===== config.mk =====
export PLATFORM = sky130hd
export DESIGN_NAME = cgra_exec_controller_flat
export DESIGN_NICKNAME = d
export VERILOG_FILES = /design/src/rtl/cgra_exec_controller_pkg.sv /design/src/rtl/cgra_exec_controller_if.sv /design/src/rtl/cgra_ctrl_run_counter.sv /design/src/rtl/cgra_exec_controller.sv /design/src/flat_wrapper.sv
export SDC_FILE = /design/constraint.sdc
export NUM_CORES = 1
export LEC_CHECK = 0
export CAP_MARGIN = 20
export CORE_ASPECT_RATIO = 1.2
export CORE_MARGIN = 2
export CORE_UTILIZATION = 47
export CTS_CLUSTER_SIZE = 10
export DETAILED_ROUTE_END_ITERATION = 8
export HOLD_SLACK_MARGIN = 0.15
export PLACE_DENSITY = 0.77
export SLEW_MARGIN = 10
export SYNTH_ARGS = -nofsm -noshare
export SYNTH_HDL_FRONTEND = slang
export SYNTH_SLANG_ARGS = --single-unit

===== constraint.sdc =====
create_clock -name clk -period 2.7 [get_ports clk]
set_input_delay 0.27 -clock clk [delete_from_list [all_inputs] [get_ports clk]]
set_output_delay 0.27 -clock clk [all_outputs]
set_load 0.03 [all_outputs]

===== src/rtl/cgra_exec_controller_pkg.sv =====
// Shared types and array geometry for the CGRA execution controller.
//   ctrl_state_t  : controller FSM states
//   cfg_entry_t   : one per-PE context entry (stream input and output register share it)
//   entry_in_range: true when the entry addresses a PE that exists in the array
// Geometry constants mirror the values the ElasticCGRA build uses.
package cgra_exec_controller_pkg;

  localparam int PE_ROW_SIZE             = 3;
  localparam int PE_COLUMN_SIZE          = 3;
  localparam int PE_ROW_BIT_LENGTH       = 2;
  localparam int PE_COLUMN_BIT_LENGTH    = 2;
  localparam int CONTEXT_SIZE_BIT_LENGTH = 3;
  localparam int INPUT_NUM_BIT_LENGTH    = 3;
  localparam int NEIGHBOR_PE_NUM         = 4;
  localparam int OPERATION_BIT_LENGTH    = 4;
  localparam int DATA_WIDTH              = 16;

  typedef enum logic [2:0] {
    IDLE = 3'd0,
    LOAD = 3'd1,
    ARM  = 3'd2,
    RUN  = 3'd3,
    DONE = 3'd4
  } ctrl_state_t;

  typedef struct packed {
    logic [PE_ROW_BIT_LENGTH-1:0]       row;
    logic [PE_COLUMN_BIT_LENGTH-1:0]    col;
    logic [CONTEXT_SIZE_BIT_LENGTH-1:0] index;
    logic [INPUT_NUM_BIT_LENGTH-1:0]    in1;
    logic [INPUT_NUM_BIT_LENGTH-1:0]    in2;
    logic [NEIGHBOR_PE_NUM-1:0]         out;
    logic [OPERATION_BIT_LENGTH-1:0]    op;
    logic [DATA_WIDTH-1:0]              const_data;
  } cfg_entry_t;

  function automatic logic entry_in_range(input cfg_entry_t e);
    return (32'(e.row) < 32'(PE_ROW_SIZE)) && (32'(e.col) < 32'(PE_COLUMN_SIZE));
  endfunction

endpackage


===== src/rtl/cgra_exec_controller_if.sv =====
// Context-entry stream between the host and the execution controller.
//   master: host side, drives cfg_valid/cfg_last and the entry fields, observes cfg_ready
//   slave : controller side
interface cgra_exec_controller_if;
  import cgra_exec_controller_pkg::*;

  logic                               cfg_valid;
  logic                               cfg_ready;
  logic                               cfg_last;
  logic [PE_ROW_BIT_LENGTH-1:0]       cfg_row;
  logic [PE_COLUMN_BIT_LENGTH-1:0]    cfg_col;
  logic [CONTEXT_SIZE_BIT_LENGTH-1:0] cfg_index;
  logic [INPUT_NUM_BIT_LENGTH-1:0]    cfg_in1;
  logic [INPUT_NUM_BIT_LENGTH-1:0]    cfg_in2;
  logic [NEIGHBOR_PE_NUM-1:0]         cfg_out;
  logic [OPERATION_BIT_LENGTH-1:0]    cfg_op;
  logic [DATA_WIDTH-1:0]              cfg_const;

  modport master (
    output cfg_valid, cfg_last, cfg_row, cfg_col, cfg_index,
           cfg_in1, cfg_in2, cfg_out, cfg_op, cfg_const,
    input  cfg_ready
  );

  modport slave (
    input  cfg_valid, cfg_last, cfg_row, cfg_col, cfg_index,
           cfg_in1, cfg_in2, cfg_out, cfg_op, cfg_const,
    output cfg_ready
  );

endinterface


===== src/rtl/cgra_ctrl_run_counter.sv =====
// Execution-length counter.
//   load    : latch limit and clear the count
//   enable  : count one execution cycle
//   limit   : requested number of execution cycles (0 = run forever)
//   terminal: high during the last enabled cycle (count == limit-1); never for limit 0
module cgra_ctrl_run_counter #(
  parameter int WIDTH = 32
) (
  input  logic             clk,
  input  logic             reset_n,
  input  logic             load,
  input  logic             enable,
  input  logic [WIDTH-1:0] limit,
  output logic             terminal
);

  localparam logic [WIDTH-1:0] ONE = {{(WIDTH-1){1'b0}}, 1'b1};

  logic [WIDTH-1:0] limit_q, limit_d;
  logic [WIDTH-1:0] count_q, count_d;

  // Next limit/count: load wins, otherwise count while enabled.
  always_comb begin
    limit_d = limit_q;
    count_d = count_q;
    if (load) begin
      limit_d = limit;
      count_d = {WIDTH{1'b0}};
    end else if (enable) begin
      count_d = count_q + ONE;
    end else begin
      count_d = count_q;
    end
  end

  // Counter registers.
  always_ff @(posedge clk or negedge reset_n) begin
    if (!reset_n) begin
      limit_q <= {WIDTH{1'b0}};
      count_q <= {WIDTH{1'b0}};
    end else begin
      limit_q <= limit_d;
      count_q <= count_d;
    end
  end

  // A zero limit means free-run, so it can never reach terminal count.
  assign terminal = enable && (limit_q != {WIDTH{1'b0}}) && (count_q == (limit_q - ONE));

endmodule


===== src/rtl/cgra_exec_controller.sv =====
// Host-side sequencer for the elastic CGRA array.
// Accepts context entries over the cfg stream, replays each in-range entry onto the
// array's config bus as a one-cycle write_config_data strobe (latency 1), then holds
// start_exec for run_cycles cycles and reports done / cfg_error.
// Ports:
//   clk, reset_n            clock, asynchronous active-low reset
//   cmd_load, cmd_abort     host commands (abort wins; load only from IDLE/DONE)
//   run_cycles              execution length, sampled on an accepted cmd_load (0 = free-run)
//   cfg                     entry stream (slave modport)
//   config_*                registered copy of the last accepted entry
//   write_config_data       one-cycle strobe per in-range accepted entry
//   start_exec              high for every RUN cycle
//   mapping_context_max_id  largest in-range cfg_index accepted in this load
//   busy, done, cfg_error   status (done and cfg_error are sticky until the next load)
// Optional: define CGRA_CTRL_CYCLE_COUNT_EN to add load_cycles/exec_cycles residency counters.
module cgra_exec_controller
  import cgra_exec_controller_pkg::*;
#(
  parameter int RUN_CNT_WIDTH = 32
) (
  input  logic                               clk,
  input  logic                               reset_n,
  input  logic                               cmd_load,
  input  logic                               cmd_abort,
  input  logic [RUN_CNT_WIDTH-1:0]           run_cycles,
  cgra_exec_controller_if.slave              cfg,
  output logic [PE_ROW_BIT_LENGTH-1:0]       config_row,
  output logic [PE_COLUMN_BIT_LENGTH-1:0]    config_col,
  output logic [CONTEXT_SIZE_BIT_LENGTH-1:0] config_index,
  output logic [INPUT_NUM_BIT_LENGTH-1:0]    config_input_pe1,
  output logic [INPUT_NUM_BIT_LENGTH-1:0]    config_input_pe2,
  output logic [NEIGHBOR_PE_NUM-1:0]         config_output_pe,
  output logic [OPERATION_BIT_LENGTH-1:0]    config_op,
  output logic [DATA_WIDTH-1:0]              config_const,
  output logic                               write_config_data,
  output logic                               start_exec,
  output logic [CONTEXT_SIZE_BIT_LENGTH-1:0] mapping_context_max_id,
  output logic                               busy,
  output logic                               done,
  output logic                               cfg_error
`ifdef CGRA_CTRL_CYCLE_COUNT_EN
  ,
  output logic [31:0]                        load_cycles,
  output logic [31:0]                        exec_cycles
`endif
);

  ctrl_state_t state_q, state_d;
  cfg_entry_t  entry_s;
  cfg_entry_t  cfg_q, cfg_d;
  logic        accept_s, in_range_s, load_go_s, run_en_s, run_term_s;
  logic        strobe_q, strobe_d;
  logic        start_q, start_d;
  logic        busy_q, busy_d;
  logic        done_q, done_d;
  logic        err_q, err_d;
  logic        ready_q, ready_d;
  logic [CONTEXT_SIZE_BIT_LENGTH-1:0] max_id_q, max_id_d;

  assign entry_s = '{row: cfg.cfg_row, col: cfg.cfg_col, index: cfg.cfg_index,
                     in1: cfg.cfg_in1, in2: cfg.cfg_in2, out: cfg.cfg_out,
                     op: cfg.cfg_op, const_data: cfg.cfg_const};

  assign cfg.cfg_ready = ready_q;
  assign accept_s      = cfg.cfg_valid && ready_q;
  assign in_range_s    = entry_in_range(entry_s);
  // A load command only counts when idle/done and not overridden by abort.
  assign load_go_s     = cmd_load && !cmd_abort && ((state_q == IDLE) || (state_q == DONE));
  assign run_en_s      = (state_q == RUN);

  cgra_ctrl_run_counter #(.WIDTH(RUN_CNT_WIDTH)) u_run_counter (
    .clk      (clk),
    .reset_n  (reset_n),
    .load     (load_go_s),
    .enable   (run_en_s),
    .limit    (run_cycles),
    .terminal (run_term_s)
  );

  // Next-state logic; abort overrides every transition.
  always_comb begin
    state_d = state_q;
    if (cmd_abort) begin
      state_d = IDLE;
    end else begin
      case (state_q)
        IDLE:    state_d = load_go_s ? LOAD : IDLE;
        LOAD:    state_d = (accept_s && cfg.cfg_last) ? ARM : LOAD;
        ARM:     state_d = RUN;
        RUN:     state_d = run_term_s ? DONE : RUN;
        DONE:    state_d = load_go_s ? LOAD : DONE;
        default: state_d = IDLE;
      endcase
    end
  end

  // Entry capture, strobe, max-id and sticky status updates.
  always_comb begin
    cfg_d    = cfg_q;
    strobe_d = 1'b0;
    max_id_d = max_id_q;
    err_d    = err_q;
    done_d   = done_q;
    if (load_go_s) begin
      max_id_d = {CONTEXT_SIZE_BIT_LENGTH{1'b0}};
      err_d    = 1'b0;
      done_d   = 1'b0;
    end else if (accept_s) begin
      // Out-of-range entries are still captured and still end the load, but never strobe.
      cfg_d = entry_s;
      if (in_range_s) begin
        strobe_d = 1'b1;
        if (entry_s.index > max_id_q) begin
          max_id_d = entry_s.index;
        end else begin
          max_id_d = max_id_q;
        end
      end else begin
        err_d = 1'b1;
      end
    end else if ((state_q == RUN) && (state_d == DONE)) begin
      done_d = 1'b1;
    end else begin
      done_d = done_q;
    end
  end

  // Status outputs are registered from the next state so they track state_q exactly.
  always_comb begin
    start_d = (state_d == RUN);
    busy_d  = (state_d == LOAD) || (state_d == ARM) || (state_d == RUN);
    ready_d = (state_d == LOAD);
  end

  // Controller registers.
  always_ff @(posedge clk or negedge reset_n) begin
    if (!reset_n) begin
      state_q  <= IDLE;
      cfg_q    <= '0;
      strobe_q <= 1'b0;
      start_q  <= 1'b0;
      busy_q   <= 1'b0;
      done_q   <= 1'b0;
      err_q    <= 1'b0;
      ready_q  <= 1'b0;
      max_id_q <= {CONTEXT_SIZE_BIT_LENGTH{1'b0}};
    end else begin
      state_q  <= state_d;
      cfg_q    <= cfg_d;
      strobe_q <= strobe_d;
      start_q  <= start_d;
      busy_q   <= busy_d;
      done_q   <= done_d;
      err_q    <= err_d;
      ready_q  <= ready_d;
      max_id_q <= max_id_d;
    end
  end

  assign config_row             = cfg_q.row;
  assign config_col             = cfg_q.col;
  assign config_index           = cfg_q.index;
  assign config_input_pe1       = cfg_q.in1;
  assign config_input_pe2       = cfg_q.in2;
  assign config_output_pe       = cfg_q.out;
  assign config_op              = cfg_q.op;
  assign config_const           = cfg_q.const_data;
  assign write_config_data      = strobe_q;
  assign start_exec             = start_q;
  assign mapping_context_max_id = max_id_q;
  assign busy                   = busy_q;
  assign done                   = done_q;
  assign cfg_error              = err_q;

`ifdef CGRA_CTRL_CYCLE_COUNT_EN
  logic [31:0] load_cyc_q, load_cyc_d;
  logic [31:0] exec_cyc_q, exec_cyc_d;

  // Residency counters: clear on a new load, saturate at all-ones, hold elsewhere.
  always_comb begin
    load_cyc_d = load_cyc_q;
    exec_cyc_d = exec_cyc_q;
    if (load_go_s) begin
      load_cyc_d = 32'd0;
      exec_cyc_d = 32'd0;
    end else begin
      if ((state_q == LOAD) && (load_cyc_q != 32'hFFFF_FFFF)) begin
        load_cyc_d = load_cyc_q + 32'd1;
      end else begin
        load_cyc_d = load_cyc_q;
      end
      if ((state_q == RUN) && (exec_cyc_q != 32'hFFFF_FFFF)) begin
        exec_cyc_d = exec_cyc_q + 32'd1;
      end else begin
        exec_cyc_d = exec_cyc_q;
      end
    end
  end

  // Residency counter registers.
  always_ff @(posedge clk or negedge reset_n) begin
    if (!reset_n) begin
      load_cyc_q <= 32'd0;
      exec_cyc_q <= 32'd0;
    end else begin
      load_cyc_q <= load_cyc_d;
      exec_cyc_q <= exec_cyc_d;
    end
  end

  assign load_cycles = load_cyc_q;
  assign exec_cycles = exec_cyc_q;
`endif

endmodule


===== src/flat_wrapper.sv =====
// flat-port wrapper written by rule: the top's interface ports become plain ports
module cgra_exec_controller_flat import cgra_exec_controller_pkg::*;
#(
  parameter int RUN_CNT_WIDTH = 32
)
  (clk, reset_n, cmd_load, cmd_abort, run_cycles, config_row, config_col, config_index, config_input_pe1, config_input_pe2, config_output_pe, config_op, config_const, write_config_data, start_exec, mapping_context_max_id, busy, done, cfg_error, cfg_cfg_valid, cfg_cfg_last, cfg_cfg_row, cfg_cfg_col, cfg_cfg_index, cfg_cfg_in1, cfg_cfg_in2, cfg_cfg_out, cfg_cfg_op, cfg_cfg_const, cfg_cfg_ready);
  cgra_exec_controller_if cfg_i ();
  input  logic clk;
  input  logic reset_n;
  input  logic cmd_load;
  input  logic cmd_abort;
  input  logic [RUN_CNT_WIDTH-1:0] run_cycles;
  output logic [PE_ROW_BIT_LENGTH-1:0] config_row;
  output logic [PE_COLUMN_BIT_LENGTH-1:0] config_col;
  output logic [CONTEXT_SIZE_BIT_LENGTH-1:0] config_index;
  output logic [INPUT_NUM_BIT_LENGTH-1:0] config_input_pe1;
  output logic [INPUT_NUM_BIT_LENGTH-1:0] config_input_pe2;
  output logic [NEIGHBOR_PE_NUM-1:0] config_output_pe;
  output logic [OPERATION_BIT_LENGTH-1:0] config_op;
  output logic [DATA_WIDTH-1:0] config_const;
  output logic write_config_data;
  output logic start_exec;
  output logic [CONTEXT_SIZE_BIT_LENGTH-1:0] mapping_context_max_id;
  output logic busy;
  output logic done;
  output logic cfg_error;
  input wire logic [$bits(cfg_i.cfg_valid)-1:0] cfg_cfg_valid;
  input wire logic [$bits(cfg_i.cfg_last)-1:0] cfg_cfg_last;
  input wire logic [$bits(cfg_i.cfg_row)-1:0] cfg_cfg_row;
  input wire logic [$bits(cfg_i.cfg_col)-1:0] cfg_cfg_col;
  input wire logic [$bits(cfg_i.cfg_index)-1:0] cfg_cfg_index;
  input wire logic [$bits(cfg_i.cfg_in1)-1:0] cfg_cfg_in1;
  input wire logic [$bits(cfg_i.cfg_in2)-1:0] cfg_cfg_in2;
  input wire logic [$bits(cfg_i.cfg_out)-1:0] cfg_cfg_out;
  input wire logic [$bits(cfg_i.cfg_op)-1:0] cfg_cfg_op;
  input wire logic [$bits(cfg_i.cfg_const)-1:0] cfg_cfg_const;
  output wire logic [$bits(cfg_i.cfg_ready)-1:0] cfg_cfg_ready;
  assign cfg_i.cfg_valid = cfg_cfg_valid;
  assign cfg_i.cfg_last = cfg_cfg_last;
  assign cfg_i.cfg_row = cfg_cfg_row;
  assign cfg_i.cfg_col = cfg_cfg_col;
  assign cfg_i.cfg_index = cfg_cfg_index;
  assign cfg_i.cfg_in1 = cfg_cfg_in1;
  assign cfg_i.cfg_in2 = cfg_cfg_in2;
  assign cfg_i.cfg_out = cfg_cfg_out;
  assign cfg_i.cfg_op = cfg_cfg_op;
  assign cfg_i.cfg_const = cfg_cfg_const;
  assign cfg_cfg_ready = cfg_i.cfg_ready;
  cgra_exec_controller #(.RUN_CNT_WIDTH(RUN_CNT_WIDTH)) u_core (.clk(clk), .reset_n(reset_n), .cmd_load(cmd_load), .cmd_abort(cmd_abort), .run_cycles(run_cycles), .cfg(cfg_i), .config_row(config_row), .config_col(config_col), .config_index(config_index), .config_input_pe1(config_input_pe1), .config_input_pe2(config_input_pe2), .config_output_pe(config_output_pe), .config_op(config_op), .config_const(config_const), .write_config_data(write_config_data), .start_exec(start_exec), .mapping_context_max_id(mapping_context_max_id), .busy(busy), .done(done), .cfg_error(cfg_error));
endmodule

* Word level (Yosys, flattened, before mapping)
Cells that the tools add are included.
** Cells by class
- Bitwise operators :: 1
- Reduce and logical (&&, ||, !) cells :: 23
- Equal/unequal tests :: 11
- $add $sub $neg :: 2
- Multiplexer cells :: 21
- Order comparisons :: 3
** Operators by type and width (count)
- two-way mux 32 bit :: 2
- adder 32 x 1 -> 32 bit (second input constant) :: 1
- == test 32 bit :: 1
- nonzero test 32 bit :: 1
- subtractor 32 x 1 -> 32 bit (second input constant) :: 1
- two-way mux 3 bit :: 7
- case mux 3 bit (5 select lines) :: 1
- == test 3 x 2 -> 1 bit (second input constant) :: 4
- two-way mux 1 bit :: 10
- nonzero test 2 bit :: 5
- logical AND 1 bit :: 8
- == test 3 x 1 -> 1 bit (second input constant) :: 2
- == test 3 bit (second input constant) :: 2
- AND reduction 2 bit :: 3
- less-than comparator 2 bit (second input constant) :: 2
- inequality test 2 bit (second input constant) :: 2
- greater-than comparator 3 bit :: 1
- logical NOT 3 bit :: 1
- logical OR 1 bit :: 3
- AND reduction 3 bit :: 1
- two-way mux 2 bit :: 1
- logical NOT 1 bit :: 1
- NOT 1 bit :: 1
** Storage, ports and cells
- Register bits after elaboration :: 113
- Word-level logic and storage cells :: 79

* Depth between registers and ports, before layout
Gate-level depths: netlist of run 1.
- Depth after elaboration :: 11
- Mapped depth :: 11

* By module
A second synthesis of run 1 with hierarchy kept.
** Unflattened totals
- Cells, all modules :: 541
- Area total of the unflattened synthesis :: 6065.8 µm²
** Modules (own cells, without submodules)
- cgra_ctrl_run_counter :: sequential area each 1601.5 µm², cells each 403, area each 3966.3 µm², instances 1
- cgra_exec_controller :: sequential area each 1226.2 µm², cells each 138, area each 2099.5 µm², instances 1

* Worst setup path before layout of run 1
OpenSTA, ideal clock, no wires.
- Kind :: register to register
- Start :: reg u_core.u_run_counter.limit_q[0]
- End :: reg u_core.start_q (netlist: u_core.start_exec)
- Cell stages (with the launch flop) :: 11
- Clock period less this slack :: 2.700 ns
- Buffers on the path :: 1
- Library setup time :: 0.120 ns
- Setup slack :: 0.000 ns
- Arrival time :: 2.580 ns
- Path through :: dfrtp_1 > inv_1 > ha_1 > nor3b_1 > clkbuf_1 > nand4_1 > a2111oi_0 > nand4_1 > nor4_1 > nand4_1 > and3_1
** On the way
- Word-level cells in the longest chain between the ends :: 7
** RTL lines
- from (decl) :: RTL line cgra_ctrl_run_counter.sv:19 : logic [WIDTH-1:0] limit_q, limit_d;
- from (signal assigned) :: RTL line cgra_ctrl_run_counter.sv:39 : limit_q <= {WIDTH{1'b0}};
- from (signal assigned) :: RTL line cgra_ctrl_run_counter.sv:42 : limit_q <= limit_d;
- subtractor 32 x 1 -> 32 bit or nonzero test 32 bit (tied branches) :: RTL line cgra_ctrl_run_counter.sv:48 : assign terminal = enable && (limit_q != {WIDTH{1'b0}}) && (count_q == (limit_q - ONE));
- == test 32 bit or logical AND 1 bit (tied branches) :: RTL line cgra_ctrl_run_counter.sv:48
- logical AND 1 bit (*) :: RTL line cgra_ctrl_run_counter.sv:48
- two-way mux 3 bit (*) :: RTL line cgra_exec_controller.sv:90 : RUN: state_d = run_term_s ? DONE : RUN;
- case mux 3 bit (5 select lines) (*) :: RTL line cgra_exec_controller.sv:86 : case (state_q)
- two-way mux 3 bit (*) :: RTL line cgra_exec_controller.sv:83 : if (cmd_abort) begin
- == test 3 x 2 -> 1 bit (*) :: RTL line cgra_exec_controller.sv:130 : start_d = (state_d == RUN);
- net u_core.start_d :: RTL line cgra_exec_controller.sv:53 : logic start_q, start_d;
- to (signal assigned) :: RTL line cgra_exec_controller.sv:151 : start_q <= start_d;
- to (decl) :: RTL line cgra_exec_controller.sv:53
The timed path passes the listed nets; every way through them passes the cells marked *.
A chain may end at the register's enable or synchronous reset.

* Worst setup path in the final report of run 1
- Start :: reg u_core.u_run_counter.limit_q[3]
- End :: reg u_core.state_q[2]
** On the way
- Word-level cells in the longest chain between the ends :: 6
** RTL lines
- subtractor 32 x 1 -> 32 bit or nonzero test 32 bit (tied branches) :: RTL line cgra_ctrl_run_counter.sv:48
- == test 32 bit or logical AND 1 bit (tied branches) :: RTL line cgra_ctrl_run_counter.sv:48
- logical AND 1 bit (*) :: RTL line cgra_ctrl_run_counter.sv:48
- two-way mux 3 bit (*) :: RTL line cgra_exec_controller.sv:90
- case mux 3 bit (5 select lines) (*) :: RTL line cgra_exec_controller.sv:86
- two-way mux 3 bit (*) :: RTL line cgra_exec_controller.sv:83
- net u_core.state_d[2] :: RTL line cgra_exec_controller.sv:48 : ctrl_state_t state_q, state_d;
- to (signal assigned) :: RTL line cgra_exec_controller.sv:148 : state_q <= state_d;
- to (decl) :: RTL line cgra_exec_controller.sv:48
Marks and branches as above.

==> flow_metrics.tcl, run 1 <==
set metrics [dict create \
    fillers 920 \
    status "finished, violations left" \
    ir_drop_uv 550.1 \
    via_per_inst 5.550 \
    synth_area_leader_cell "dfrtp_1" \
    synth_nets 636 \
    ff_latch_area_sq_um 2830 \
    yosysMostFrequentCell "dfrtp_1" \
    period_needed_ns 2.703 \
    synthArstFlopShare 1.000 \
    rsz0062_at_grt "true" \
    grt_pass1_vias 5402 \
    synth_cell_type_count 62 \
    grt_max_degree 60 \
    met2_length_mm 8.507 \
    drtPass1Iterations 5 \
    crit_cells 10 \
    grt_use_total 0.2540 \
    path_class "flip-flop to flip-flop" \
    postSynthAreaPerCell_sq_um 10.67 \
    yosysTopAreaCellShare 0.4776 \
    yosysWarnings 0 \
    critPathLaunchType "flip-flop" \
    crit_fanout 4 \
    fmax_mhz 370.0 \
    std_cell_rows 44 \
    synth_area_sq_um 5921 \
    grt_pass1_wl_mm 26.52 \
    wl_met1_mm 6.157 \
    cp_common_cell "nor4_4" \
    hold_violations 0 \
    worstSetupEndpointType "flip-flop" \
    portBuffers 120 \
    drv_cap 0 \
    arrival_ns 3.04 \
    synth_edf_count 0 \
    synth_cells 555 \
    core_sq_um 12220 \
    min_period_over_period 1.001 \
    synth_area_leaders "dfrtp_1 (48%), mux2_2 (13%), xnor2_1 (6.4%), nor2_1 (3.5%), xor2_1 (3.1%)" \
    setup_viol 1 \
    cts_tree "built" \
    layout.cells.non_filler 906 \
    floorplan.die.width_um 106.5 \
    dp_hpwl_mm 12.04 \
    total_power_w 0.006271 \
    min_path_type "input port to asynchronous set/reset pin" \
    htreeDepth 4 \
    dp.cells 864 \
    cts.sinks 113 \
    clockRootBuffer "clkbuf_16" \
    crit_chain "buf_4 > nor4_4 > nand3_2 > buf_6 > xnor2_4 > a2bb2oi_2 > or3_4 > nor4_4 > nand4_1 > a211oi_2" \
    synth_ff_type "dfrtp_1" \
    required_ns 3.03 \
    die_area_sq_um 13520 \
    tightest_slew_ns 0.5100 \
    top_layer "met4" \
    dr.first_iter.drc_count 229 \
    clk_pin_slew_ns 0.05 \
    drt_wl_total_mm 16.32 \
    drc 0 \
    die_h_um 127.0 \
    finClkSkew_ns 0.009481 \
    clk_latency_ns 0.42 \
    cp_slowest_cell "or3_4" \
    fin_nets 814 \
    path_delay_family "simple AND/OR/NAND/NOR gates" \
    place_ws_ns -0.07417 \
    cts_buffers 17 \
    layout_setup_ws_ns -0.002703 \
    area_growth_pct 43.72 \
    vias 5028 \
    path_buf_inv 2 \
    wl_met3_um 932 \
    multi_input_area_sq_um 3138 \
    ys_seq_area_frac 0.4776 \
    ios 121 \
    antenna_found_initial 0 \
    final_layout_size_suffix_gt1_frac 0.2698 \
    slew_headroom 0.6600 \
    tns_ns -0.002703 \
    p_leak_nw 3.405 \
    powerDensity_nw_per_um2 737.0 \
    cpPeakStageDelay_ns 0.42 \
    postSynthRegisterBits 113 \
    r2r_cells 10 \
    violations "negative setup slack" \
    finalMaxSlewViolations 0 \
    ctsLongestPathBuffers 2 \
    gp_congestion 0.9201 \
    detail_route.wl_per_cell_um 18.02 \
    diodes 0 \
    ys_top_cells_by_count "dfrtp_1 (113), mux2_2 (66), nor2_1 (55), xnor2_1 (43), nand2_1 (26)" \
    ant_nets 0 \
    grt.overflow.total 0 \
    initial_core_util 0.4844 \
]
==> metrics by stage <==
step | util | cell area [sq um] | hold slack, ns
2_1_floorplan | - | 5921 | -0.02559
3_3_place_gp | 0.6237 | 7622 | 0.1516
3_5_place_dp | 0.6237 | 7622 | 0.1566
4_1_cts | 0.6822 | 8338 | 0.2497
5_1_grt | 0.6963 | 8509 | 0.2791
6_report | 0.6963 | 8509 | 0.2610
==> sequential cells by signal, summed over array words and instances, names as in the netlist, 2 cells and up <==
signal	count
u_core.config_row	2
u_core.state_q	3
u_core.config_input_pe1	3
u_core.config_output_pe	4
u_core.config_const	16
u_core.u_run_counter.limit_q	32
u_core.mapping_context_max_id	3
u_core.config_input_pe2	3
u_core.config_col	2
u_core.config_index	3
u_core.config_op	4
u_core.u_run_counter.count_q	32
==> layout make-up <==
type / instances / area share
Multi-Input combinational cell: 405 / 0.3688
Sequential cell: 113 / 0.3326
Tap cell: 161 / 0.02367
Inverter: 17 / 0.007499
Clock inverter: 10 / 0.01573
Timing Repair Buffer: 179 / 0.1964
Clock buffer: 21 / 0.05529
==> layout by cell type (no fill, tap or decap), types with 5 or more instances in the layout <==
cell type        instances
nor2_1                  51
mux2_2                  66
ha_1                     5
a21oi_1                 20
buf_4                   54
mux2i_1                  6
or3_1                   14
xor2_1                  21
inv_1                   15
nor3_1                  16
a31oi_1                  5
o21ai_0                 22
dfrtp_1                111
nand2_1                 26
and3_1                   5
nor4_1                   9
nand4_1                 11
nand3_1                 15
clkbuf_16               17
xnor2_1                 40
clkdlybuf4s50_1        119
==> worst register-to-register path, cell delays in order, from the launching register on <==
cell       delay [ns]
dfrtp_2          0.40
buf_4            0.14
nor4_4           0.35
nand3_2          0.21
buf_6            0.20
xnor2_4          0.17
a2bb2oi_2        0.09
or3_4            0.42
nor4_4           0.14
nand4_1          0.24
a211oi_2         0.28
==> path summary, 6_finish.rpt <==
check	start	end	slack, ns
setup / recovery	u_core.u_run_counter.limit_q[3]	u_core.state_q[2]	-0.003
hold / removal	reset_n	u_core.u_run_counter.count_q[9]	0.26
setup reg to reg	u_core.u_run_counter.limit_q[3]	u_core.state_q[2]	-0.003
hold reg to reg	u_core.config_const[8]	u_core.config_const[8]	0.50
max in group asynchronous	reset_n	u_core.u_run_counter.limit_q[3]	1.65
min in group clk	run_cycles[1]	u_core.u_run_counter.limit_q[1]	0.41
==> power by group <==
group	leakage [nW]	switching (W)	internal (W)	total [W]
clock	0.295	0.000770	0.00151	0.00228
combinational	1.69	0.000926	0.000895	0.00182
sequential	1.42	0.000215	0.00195	0.00217
total	3.41	0.00191	0.00436	0.00627
==> cell families (layout without fill, tap and decap cells) <==
kind of cell    after synthesis  in the layout  share of synthesized area
flops                       113            113                     0.4776
buf+inv                      37            227                    0.02536
mux                          72             72                     0.1357
fa+ha+maj                     6              6                    0.01268
compound gates               70             70                    0.07334
xor+xnor                     64             64                    0.09467
simple gates                193            193                     0.1807
==> layer usage <==
layer / track usage / vias to the layer above
li1: - / 2345
met1: 0.2698 / 2457
met2: 0.4449 / 174
met3: 0.07040 / 52
met4: 0.1551 / 0
met5: 0 / -
==> repair_timing <==
item	in CTS	in global routing
setup endpoints to repair	4	5
resized for setup	17	24
setup buffers	4	6
pin swaps	11	12
hold buffers	1	0
endpoints found under the hold margin	75	0
gates cloned	0	0
(Power assumes the default switching activity.)
==> run 2, diff against run 1 <==
--- a/config.mk
+++ b/config.mk
@@ -5,14 +5,14 @@
 export SDC_FILE = /design/constraint.sdc
 export NUM_CORES = 1
 export LEC_CHECK = 0
-export CAP_MARGIN = 20
+export CAP_MARGIN = 40
 export CORE_ASPECT_RATIO = 1.2
 export CORE_MARGIN = 2
 export CORE_UTILIZATION = 47
 export CTS_CLUSTER_SIZE = 10
 export DETAILED_ROUTE_END_ITERATION = 8
 export HOLD_SLACK_MARGIN = 0.15
-export PLACE_DENSITY = 0.77
+export PLACE_DENSITY = 0.76
 export SLEW_MARGIN = 10
 export SYNTH_ARGS = -nofsm -noshare
 export SYNTH_HDL_FRONTEND = slang
==> flow_metrics.tcl, run 2 (synthesis gave the netlist of run 1 again) <==
set metrics [dict create \
    drv_cap 0 \
    dp.cells 862 \
    required_ns 3.01 \
    ctsLongestPathBuffers 2 \
    fillers 906 \
    postLayoutCoreUtil 0.6946 \
    cp_slowest_cell "dfrtp_1" \
    final_layout_size_suffix_gt1_frac 0.2628 \
    worstSetupEndpointType "flip-flop" \
    reg2reg_slack_ns 0.008 \
    path_delay_family "simple AND/OR/NAND/NOR gates" \
    rsz0062_at_grt "true" \
    floorplan.die.width_um 106.5 \
    std_cell_rows 44 \
    hold_ws_ns 0.4129 \
    crit-reg2reg-launch "u_core.u_run_counter.limit_q[1]" \
    die_area_sq_um 13520 \
    internal_power_w 0.004334 \
    cts_buffers 17 \
    arrival_ns 3.00 \
    min_period_over_period 0.9972 \
    seq_power_share 0.345 \
    layout.cells.non_filler 903 \
    cpPeakStageDelay_ns 0.40 \
    finalMaxSlewViolations 0 \
    final_cell_mix "clkdlybuf4s50_1 (119), dfrtp_1 (113), mux2_2 (66)" \
    r2r_cells 9 \
    reg2reg_to "u_core.start_exec" \
    place_ws_ns -0.1005 \
    path_class "flip-flop to flip-flop" \
    initial_core_util 0.4844 \
    layout_setup_ws_ns 0.007676 \
    path_buf_inv 2 \
    min_path_type "input port to asynchronous set/reset pin" \
    grt_pass1_wl_mm 25.94 \
    ios 121 \
    diodes 0 \
    drt_wl_total_mm 15.90 \
    detail_route.wl_per_cell_um 17.61 \
    crit_fanout 4 \
    fin_nets 810 \
    powerDensity_nw_per_um2 740.0 \
    hold_violations 0 \
    antenna_found_initial 0 \
    status "complete, no violations" \
    drc 0 \
    dp_hpwl_mm 11.44 \
    cts_tree "built" \
    finClkSkew_ns 0.01199 \
    fmax_mhz 371.4 \
    die_h_um 127.0 \
    combPwrFrac 0.286 \
    clk_latency_ns 0.43 \
    clk_pin_slew_ns 0.06 \
    grt.overflow.total 0 \
    tightest_slew_ns 0.7139 \
    core_sq_um 12220 \
    grt_use_total 0.2440 \
    cts.sinks 113 \
    crit_chain "buf_6 > nor4_4 > nand3_4 > buf_4 > or2_2 > o32a_1 > a21oi_2 > nand4_1 > and3_1" \
    dr.first_iter.drc_count 235 \
    area_growth_pct 43.39 \
    slew_headroom 0.5208 \
    switching_power_w 0.001948 \
    p_leak_nw 3.374 \
    via_per_inst 5.505 \
    drtPass1Iterations 4 \
    final_common_cell "clkdlybuf4s50_1" \
    ant_nets 0 \
    grt_pass1_vias 5370 \
    period_needed_ns 2.692 \
    tns_ns 0 \
    ir_drop_uv 460.0 \
    clockRootBuffer "clkbuf_16" \
    critPathLaunchType "flip-flop" \
    clkPwrFrac 0.369 \
    setup_viol 0 \
    htreeDepth 4 \
    portBuffers 120 \
    grt_max_degree 75 \
    gp_congestion 0.9022 \
    swShare 0.3101 \
    vias 4971 \
]
-- run 2: final cells by class --
type	count	area, sq um	area share
inverters	17	63.81	0.007517
clock buffers	20	456.7	0.05380
repair buffers	175	1655	0.1950
flip-flops and latches	113	2828	0.3331
multi-input cells	405	3127	0.3683
clock inverters	12	157.7	0.01857
well taps	161	201.4	0.02373
-- run 2: stage by stage --
step	power [W]	instance area, sq um
floorplan	0.003092	5921
global placement	0.003833	7632
detailed placement	0.003874	7632
CTS	0.006252	8310
global route	0.006530	8489
finish	0.006283	8489
-- run 2: how the worst max path moves through the flow --
| stage | from | to | slack, ns | depth (start not counted) |
|---|---|---|---|---|
| final | u_core.u_run_counter.limit_q[1] | u_core.start_exec | 0.008 | 9 |
| after global routing | u_core.u_run_counter.limit_q[1] | u_core.start_exec | -0.1 | 10 |
| after CTS | u_core.u_run_counter.limit_q[0] | u_core.start_exec | 0.01 | 9 |
| after detailed placement | u_core.u_run_counter.limit_q[1] | u_core.start_exec | -0.10 | 10 |
| after global placement | u_core.u_run_counter.limit_q[0] | u_core.start_exec | -0.02 | 10 |
| after floorplan | u_core.u_run_counter.limit_q[0] | u_core.start_exec | 0.0004 | 10 |
-- run 2: worst reg2reg max path: cells and delay by family (launching register included) --
kind	cells	cell delay [ns]
and+or+nand+nor	5	1.36
AOI/OAI and AO/OA	2	0.50
DFF	1	0.40
buffers and inverters	2	0.32
-- run 2: what timing repair did --
item / 4_1_cts / 5_1_grt
setup buffers: 3 / 5
resized for setup: 7 / 29
endpoints found under the hold margin: 47 / 0
cloned: 0 / 0
pin swaps: 4 / 12
hold buffers: 1 / 0
endpoints found under the setup margin: 5 / 7
-- run 2: routing by layer --
layer  wire length [um]  global-route usage
met2               8353              0.4302
met1               6130              0.2629
met5                  0                   0
met4                550              0.1299
met3                867             0.07091
-- run 2: power by group through the flow --
stage          sequential, W  combinational, W  clock, W
2_1_floorplan        0.00248          0.000614         0
3_3_place_gp         0.00216           0.00167         0
3_5_place_dp         0.00218           0.00169         0
4_1_cts              0.00216           0.00173   0.00236
5_1_grt              0.00220           0.00191   0.00242
6_report             0.00217           0.00180   0.00232
